===== config.mk =====
export PLATFORM = sky130hd
export DESIGN_NAME = axi4lite_master_bridge_flat
export DESIGN_NICKNAME = d
export VERILOG_FILES = /design/src/rtl/axi4lite_if.sv /design/src/rtl/axi4lite_master_bridge.sv /design/src/flat_wrapper.sv
export SDC_FILE = /design/constraint.sdc
export NUM_CORES = 1
export LEC_CHECK = 0
export BUFFER_PORTS_ARGS = -buffer_cell sky130_fd_sc_hd__buf_4
export CAP_MARGIN = 20
export CORE_ASPECT_RATIO = 0.75
export CORE_MARGIN = 10
export CORE_UTILIZATION = 50
export DETAILED_ROUTE_END_ITERATION = 8
export GPL_TIMING_DRIVEN = 0
export PLACE_DENSITY_LB_ADDON = 0.12
export SLEW_MARGIN = 20
export SYNTH_ARGS = -nofsm -noshare
export SYNTH_HDL_FRONTEND = slang
export SYNTH_SLANG_ARGS = --single-unit

===== constraint.sdc =====
create_clock -name ACLK -period 2.75 [get_ports ACLK]
set_clock_uncertainty 0.15 [all_clocks]
set_input_delay 0.1375 -clock ACLK [delete_from_list [all_inputs] [get_ports ACLK]]
set_output_delay 0.1375 -clock ACLK [all_outputs]
set_load 0.02 [all_outputs]

===== src/rtl/axi4lite_if.sv =====
// AXI4-Lite interface bundle with master and slave views.
interface axi4lite_if #(
  parameter int unsigned ADDR_WIDTH = 6,
  parameter int unsigned DATA_WIDTH = 32
) ();
  localparam int unsigned STRB_WIDTH = DATA_WIDTH / 8;

  logic [ADDR_WIDTH-1:0] awaddr;
  logic                  awvalid;
  logic                  awready;
  logic [DATA_WIDTH-1:0] wdata;
  logic [STRB_WIDTH-1:0] wstrb;
  logic                  wvalid;
  logic                  wready;
  logic [1:0]            bresp;
  logic                  bvalid;
  logic                  bready;
  logic [ADDR_WIDTH-1:0] araddr;
  logic                  arvalid;
  logic                  arready;
  logic [DATA_WIDTH-1:0] rdata;
  logic [1:0]            rresp;
  logic                  rvalid;
  logic                  rready;

  modport master (
    output awaddr, awvalid, wdata, wstrb, wvalid, bready, araddr, arvalid, rready,
    input  awready, wready, bresp, bvalid, arready, rdata, rresp, rvalid
  );

  modport slave (
    input  awaddr, awvalid, wdata, wstrb, wvalid, bready, araddr, arvalid, rready,
    output awready, wready, bresp, bvalid, arready, rdata, rresp, rvalid
  );
endinterface


===== src/rtl/axi4lite_master_bridge.sv =====
// Single-outstanding command/response to AXI4-Lite master bridge.
// Optional response-wait timeout: define AXI4LITE_MASTER_TIMEOUT_EN.
module axi4lite_master_bridge #(
  parameter int unsigned ADDR_WIDTH     = 6,
  parameter int unsigned DATA_WIDTH     = 32,
  parameter int unsigned TIMEOUT_CYCLES = 255
) (
  input  logic                    ACLK,
  input  logic                    ARESETn,
  input  logic                    cmd_valid,
  output logic                    cmd_ready,
  input  logic                    cmd_write,
  input  logic [ADDR_WIDTH-1:0]   cmd_addr,
  input  logic [DATA_WIDTH-1:0]   cmd_wdata,
  input  logic [DATA_WIDTH/8-1:0] cmd_wstrb,
  output logic                    rsp_valid,
  input  logic                    rsp_ready,
  output logic [DATA_WIDTH-1:0]   rsp_rdata,
  output logic [1:0]              rsp_resp,
`ifdef AXI4LITE_MASTER_TIMEOUT_EN
  output logic                    rsp_timeout,
`endif
  axi4lite_if.master              m_axi
);

  localparam int unsigned STRB_WIDTH = DATA_WIDTH / 8;

  // The timeout limit has to allow at least one wait cycle.
  if (TIMEOUT_CYCLES == 0) begin : g_bad_timeout
    $error("TIMEOUT_CYCLES must be at least 1");
  end

  typedef enum logic [2:0] {
    IDLE    = 3'd0,
    WR_REQ  = 3'd1,
    WR_RESP = 3'd2,
    RD_REQ  = 3'd3,
    RD_DATA = 3'd4,
    RSP     = 3'd5
  } state_t;

  state_t state;

`ifdef AXI4LITE_MASTER_TIMEOUT_EN
  localparam int unsigned TW = $clog2(TIMEOUT_CYCLES + 1);
  logic [TW-1:0] tcnt;
`endif

  // Transaction sequencer; every output is a register updated here.
  always_ff @(posedge ACLK or negedge ARESETn) begin
    if (!ARESETn) begin
      state         <= IDLE;
      cmd_ready     <= 1'b0;
      rsp_valid     <= 1'b0;
      rsp_rdata     <= '0;
      rsp_resp      <= 2'b00;
      m_axi.awaddr  <= '0;
      m_axi.awvalid <= 1'b0;
      m_axi.wdata   <= '0;
      m_axi.wstrb   <= '0;
      m_axi.wvalid  <= 1'b0;
      m_axi.bready  <= 1'b0;
      m_axi.araddr  <= '0;
      m_axi.arvalid <= 1'b0;
      m_axi.rready  <= 1'b0;
`ifdef AXI4LITE_MASTER_TIMEOUT_EN
      tcnt          <= '0;
      rsp_timeout   <= 1'b0;
`endif
    end else begin
`ifdef AXI4LITE_MASTER_TIMEOUT_EN
      // Counter only advances while waiting for a response; any other cycle clears it.
      tcnt <= '0;
`endif
      case (state)
        IDLE: begin
          if (cmd_valid && cmd_ready) begin
            cmd_ready <= 1'b0;
            if (cmd_write) begin
              m_axi.awaddr  <= cmd_addr;
              m_axi.wdata   <= cmd_wdata;
              m_axi.wstrb   <= STRB_WIDTH'(cmd_wstrb);
              m_axi.awvalid <= 1'b1;
              m_axi.wvalid  <= 1'b1;
              state         <= WR_REQ;
            end else begin
              m_axi.araddr  <= cmd_addr;
              m_axi.arvalid <= 1'b1;
              state         <= RD_REQ;
            end
          end else begin
            cmd_ready <= 1'b1;
          end
        end

        WR_REQ: begin
          if (m_axi.awvalid && m_axi.awready) m_axi.awvalid <= 1'b0;
          if (m_axi.wvalid && m_axi.wready)   m_axi.wvalid  <= 1'b0;
          if ((!m_axi.awvalid || m_axi.awready) && (!m_axi.wvalid || m_axi.wready)) begin
            m_axi.bready <= 1'b1;
            state        <= WR_RESP;
          end
        end

        WR_RESP: begin
          if (m_axi.bvalid) begin
            m_axi.bready <= 1'b0;
            rsp_resp     <= m_axi.bresp;
            rsp_rdata    <= '0;
            rsp_valid    <= 1'b1;
            state        <= RSP;
`ifdef AXI4LITE_MASTER_TIMEOUT_EN
            rsp_timeout  <= 1'b0;
          end else if (tcnt == TW'(TIMEOUT_CYCLES - 1)) begin
            m_axi.bready <= 1'b0;
            rsp_resp     <= 2'b10;
            rsp_rdata    <= '0;
            rsp_timeout  <= 1'b1;
            rsp_valid    <= 1'b1;
            state        <= RSP;
          end else begin
            tcnt <= tcnt + TW'(1);
`endif
          end
        end

        RD_REQ: begin
          if (m_axi.arready) begin
            m_axi.arvalid <= 1'b0;
            m_axi.rready  <= 1'b1;
            state         <= RD_DATA;
          end
        end

        RD_DATA: begin
          if (m_axi.rvalid) begin
            m_axi.rready <= 1'b0;
            rsp_rdata    <= m_axi.rdata;
            rsp_resp     <= m_axi.rresp;
            rsp_valid    <= 1'b1;
            state        <= RSP;
`ifdef AXI4LITE_MASTER_TIMEOUT_EN
            rsp_timeout  <= 1'b0;
          end else if (tcnt == TW'(TIMEOUT_CYCLES - 1)) begin
            m_axi.rready <= 1'b0;
            rsp_resp     <= 2'b10;
            rsp_rdata    <= '0;
            rsp_timeout  <= 1'b1;
            rsp_valid    <= 1'b1;
            state        <= RSP;
          end else begin
            tcnt <= tcnt + TW'(1);
`endif
          end
        end

        RSP: begin
          if (rsp_ready) begin
            rsp_valid <= 1'b0;
            cmd_ready <= 1'b1;
            state     <= IDLE;
          end
        end

        default: begin
          state <= IDLE;
        end
      endcase
    end
  end

endmodule

===== src/flat_wrapper.sv =====
// flat-port wrapper written by rule: the top's interface ports become plain ports
module axi4lite_master_bridge_flat 
#(
  parameter int unsigned ADDR_WIDTH     = 6,
  parameter int unsigned DATA_WIDTH     = 32,
  parameter int unsigned TIMEOUT_CYCLES = 255
)
  (ACLK, ARESETn, cmd_valid, cmd_ready, cmd_write, cmd_addr, cmd_wdata, cmd_wstrb, rsp_valid, rsp_ready, rsp_rdata, rsp_resp, m_axi_awaddr, m_axi_awvalid, m_axi_wdata, m_axi_wstrb, m_axi_wvalid, m_axi_bready, m_axi_araddr, m_axi_arvalid, m_axi_rready, m_axi_awready, m_axi_wready, m_axi_bresp, m_axi_bvalid, m_axi_arready, m_axi_rdata, m_axi_rresp, m_axi_rvalid);
  axi4lite_if #(.ADDR_WIDTH(ADDR_WIDTH), .DATA_WIDTH(DATA_WIDTH)) m_axi_i ();
  input  logic ACLK;
  input  logic ARESETn;
  input  logic cmd_valid;
  output logic cmd_ready;
  input  logic cmd_write;
  input  logic [ADDR_WIDTH-1:0] cmd_addr;
  input  logic [DATA_WIDTH-1:0] cmd_wdata;
  input  logic [DATA_WIDTH/8-1:0] cmd_wstrb;
  output logic rsp_valid;
  input  logic rsp_ready;
  output logic [DATA_WIDTH-1:0] rsp_rdata;
  output logic [1:0] rsp_resp;
  output wire logic [$bits(m_axi_i.awaddr)-1:0] m_axi_awaddr;
  output wire logic [$bits(m_axi_i.awvalid)-1:0] m_axi_awvalid;
  output wire logic [$bits(m_axi_i.wdata)-1:0] m_axi_wdata;
  output wire logic [$bits(m_axi_i.wstrb)-1:0] m_axi_wstrb;
  output wire logic [$bits(m_axi_i.wvalid)-1:0] m_axi_wvalid;
  output wire logic [$bits(m_axi_i.bready)-1:0] m_axi_bready;
  output wire logic [$bits(m_axi_i.araddr)-1:0] m_axi_araddr;
  output wire logic [$bits(m_axi_i.arvalid)-1:0] m_axi_arvalid;
  output wire logic [$bits(m_axi_i.rready)-1:0] m_axi_rready;
  input wire logic [$bits(m_axi_i.awready)-1:0] m_axi_awready;
  input wire logic [$bits(m_axi_i.wready)-1:0] m_axi_wready;
  input wire logic [$bits(m_axi_i.bresp)-1:0] m_axi_bresp;
  input wire logic [$bits(m_axi_i.bvalid)-1:0] m_axi_bvalid;
  input wire logic [$bits(m_axi_i.arready)-1:0] m_axi_arready;
  input wire logic [$bits(m_axi_i.rdata)-1:0] m_axi_rdata;
  input wire logic [$bits(m_axi_i.rresp)-1:0] m_axi_rresp;
  input wire logic [$bits(m_axi_i.rvalid)-1:0] m_axi_rvalid;
  assign m_axi_awaddr = m_axi_i.awaddr;
  assign m_axi_awvalid = m_axi_i.awvalid;
  assign m_axi_wdata = m_axi_i.wdata;
  assign m_axi_wstrb = m_axi_i.wstrb;
  assign m_axi_wvalid = m_axi_i.wvalid;
  assign m_axi_bready = m_axi_i.bready;
  assign m_axi_araddr = m_axi_i.araddr;
  assign m_axi_arvalid = m_axi_i.arvalid;
  assign m_axi_rready = m_axi_i.rready;
  assign m_axi_i.awready = m_axi_awready;
  assign m_axi_i.wready = m_axi_wready;
  assign m_axi_i.bresp = m_axi_bresp;
  assign m_axi_i.bvalid = m_axi_bvalid;
  assign m_axi_i.arready = m_axi_arready;
  assign m_axi_i.rdata = m_axi_rdata;
  assign m_axi_i.rresp = m_axi_rresp;
  assign m_axi_i.rvalid = m_axi_rvalid;
  axi4lite_master_bridge #(.ADDR_WIDTH(ADDR_WIDTH), .DATA_WIDTH(DATA_WIDTH), .TIMEOUT_CYCLES(TIMEOUT_CYCLES)) u_core (.ACLK(ACLK), .ARESETn(ARESETn), .cmd_valid(cmd_valid), .cmd_ready(cmd_ready), .cmd_write(cmd_write), .cmd_addr(cmd_addr), .cmd_wdata(cmd_wdata), .cmd_wstrb(cmd_wstrb), .rsp_valid(rsp_valid), .rsp_ready(rsp_ready), .rsp_rdata(rsp_rdata), .rsp_resp(rsp_resp), .m_axi(m_axi_i));
endmodule

==> flow_summary.ini <==
[synthesis]
synthTopCellsByArea = dfrtp_1, mux2_4, mux2i_1
synth_top_cell_area_share_pct = 56.20
ys_warn_count = 0
synthFlopType = dfrtp_1
synth.distinct_cells = 37
synth_most_common_cell = dfrtp_1
yosysSeqAreaShare_pct = 56.20
synth_edf_count = 0
async_flop_share_pct = 100.0
yosys.area.top_type = dfrtp_1
synthTopCellsByCount = dfrtp_1, mux2_4, nand2_1
syn_area_um2 = 4096
avgSynthCellArea_um2 = 13.30
syn_inst = 308
synthesis.nets = 396
synth_seq_cells = 92

[pwr]
powerDensity_nw_per_um2 = 1081
p_sw_share_pct = 38.85
p_clk_share_pct = 12.7
finalPower_mw = 7.135
pwr-share-comb_pct = 53.4
power_leakage_nw = 3.274
seqPwrFrac_pct = 33.9
internal-power_mw = 4.363
vdd_drop_max_mv = 0.7372
p_sw_mw = 2.772

[placement]
gp_congestion = 0.8128
dpl.hpwl_um = 8195
place_inst = 589
portBuffers = 176
place_ws_ns = 0.9598

[routing]
drtPass1Iterations = 4
wirelength_um = 12380
route.detailed.drc = 0
drtIter0Drc = 240
vias = 3289
viasPerCell = 4.760
wire_per_inst_um = 17.91
postRouteAntennaNets = 0

[die]
start_util_pct = 51.74
die_h_um = 98.39
die-area_um2 = 12250
die_w_um = 124.5
pin_count = 177
rows = 28
core_um2 = 7918

[worst_setup_path]
worstPathArrival_ns = 2.44
cp-start-kind = register
worstPathRequired_ns = 2.84
critPathKind = reg -> reg
path_max_fanout = 8
critPathCaptureType = register

[outcome]
status = finished clean

[sta]
max_slew_margin_pct = 44.60
worst_pin_slew_ns = 0.8309
period_share_pct = 85.55
rsz0062_at_grt = false
hold_violations = 0
finalWorstSetupSlack_ns = 0.3975
fin_tns_setup_ns = 0
fin_crit_ns = 2.353
setup_violations = 0
drv_slew = 0
fmax_mhz = 425.1

[clocking]
clk_latency_ns = 0.35
cts_buffers = 9
htree_levels = 3
clk_pin_slew_worst_paths_ns = 0.09
cts_tree = yes
postCtsSetupBuffers = 0
cts_max_path_buffers = 2
cts-root-buf = clkbuf_8
cts.sinks = 92

[flow_run]
drv_cap = 0

[global_routing]
grt_max_degree = 93
antenna_found_initial = 1
grt_pass1_vias = 3663
overflow = 0
grtUsageTotal_pct = 20.22
grt_pass1_wl_um = 20200

[final_layout]
area_growth_pct = 61.15
n_fill_cell = 416
nets = 668
drive_gt1_share_pct = 45.30
layout.cells.non_filler = 691

[hold_path]
min_path_type = in -> reg
-- cells by family after synthesis --
logic type / share of synthesized area, %
AO/OA/AOI/OAI: 3.666
flip-flops: 56.20
AND/OR/NAND/NOR: 7.667
buffers and inverters: 6.353
multiplexers: 26.11
-- cell usage in the layout (no fill, tap or decap), types with 2 or more instances in the layout --
cell type,instances
mux2_4,38
mux2_2,15
dfrtp_1,92
dlygate4sd3_1,85
nand2_1,38
a21bo_2,3
buf_4,176
a21oi_1,5
nor2b_1,4
nand2b_1,2
clkbuf_1,4
buf_2,7
nand3b_1,3
mux2i_1,33
inv_1,33
nor2_1,3
buf_6,9
and3b_1,2
clkbuf_8,10
-- metal layers --
layer,global-route usage [%],wire [um],share of wire (%),vias up
li1,-,-,-,1566
met1,23.76,5006,40,1597
met2,33.94,6337,51,116
met3,7.996,906,7.3,10
met4,5.183,125,1.0,0
met5,0,0,0,-
-- worst paths after layout --
kind                                                      endpoint  depth (start not counted)  slack (ns)                          from
worst min-delay path               u_core.m_axi.rready$_DFFE_PN0P_                          4        0.04                  m_axi_rvalid
min in group asynchronous         u_core.rsp_rdata[12]$_DFFE_PN0P_                          2        0.25                       ARESETn
worst max-delay path                u_core.rsp_resp[0]$_DFFE_PN0P_                          5        0.40   u_core.state[0]$_DFFE_PN0P_
worst min register to register        u_core.rsp_valid$_DFFE_PN0P_                          1        0.34  u_core.rsp_valid$_DFFE_PN0P_
max in group asynchronous       u_core.m_axi.wdata[15]$_DFFE_PN0P_                          2        1.59                       ARESETn
worst max register to register      u_core.rsp_resp[0]$_DFFE_PN0P_                          5        0.40   u_core.state[0]$_DFFE_PN0P_
-- registers in the layout, indices dropped and copies added, names as in the netlist, 2 cells and up --
| signal | count |
|---|---|
| u_core.m_axi.awaddr | 6 |
| u_core.rsp_resp | 2 |
| u_core.m_axi.wstrb | 4 |
| u_core.m_axi.araddr | 6 |
| u_core.m_axi.wdata | 32 |
| u_core.state | 3 |
| u_core.rsp_rdata | 32 |
-- power groups by stage --
stage / Clock [mW] / Sequential [mW] / Combinational [mW]
2_1_floorplan: 0 / 3.19 / 1.38
3_3_place_gp: 0 / 2.38 / 3.64
3_5_place_dp: 0 / 2.43 / 3.70
4_1_cts: 0.930 / 2.41 / 3.82
5_1_grt: 0.994 / 2.51 / 4.06
6_report: 0.903 / 2.42 / 3.81
-- timing repair --
item                                    CTS  global route
gates resized for setup                   0             0
endpoints found under the setup margin    0             0
hold buffers                             85             0
hold endpoints to repair                182             0
-- critical path: stages, from the launching register on --
cell           delay (ns)
dfrtp_1              0.37
buf_2                0.18
nor3b_4              0.35
mux2_2               0.38
dlygate4sd3_1        0.56
mux2_2               0.26
-- through the flow --
step / hold slack (ns) / utilization [%] / instance area [um^2]
2_1_floorplan: -0.3081 / - / 4096
3_3_place_gp: 0.2188 / 70.09 / 5549
6_report: 0.04049 / 83.38 / 6601
3_5_place_dp: 0.1220 / 70.13 / 5553
5_1_grt: 0.04908 / 83.38 / 6601
4_1_cts: 0.02364 / 83.34 / 6599
-- layout make-up --
type	count	area [um^2]	area share, %
antenna	1	2.502	0.03791
buffer	17	136.4	2.066
clock buffer	13	148.9	2.256
clock inverter	3	46.29	0.7013
inverter	33	123.9	1.876
multi-input combinational	166	1534	23.24
sequential	92	2302	34.87
tap	105	131.4	1.990
timing repair buffer	261	2176	32.96
No activity file was read; power rests on OpenSTA's default activity.
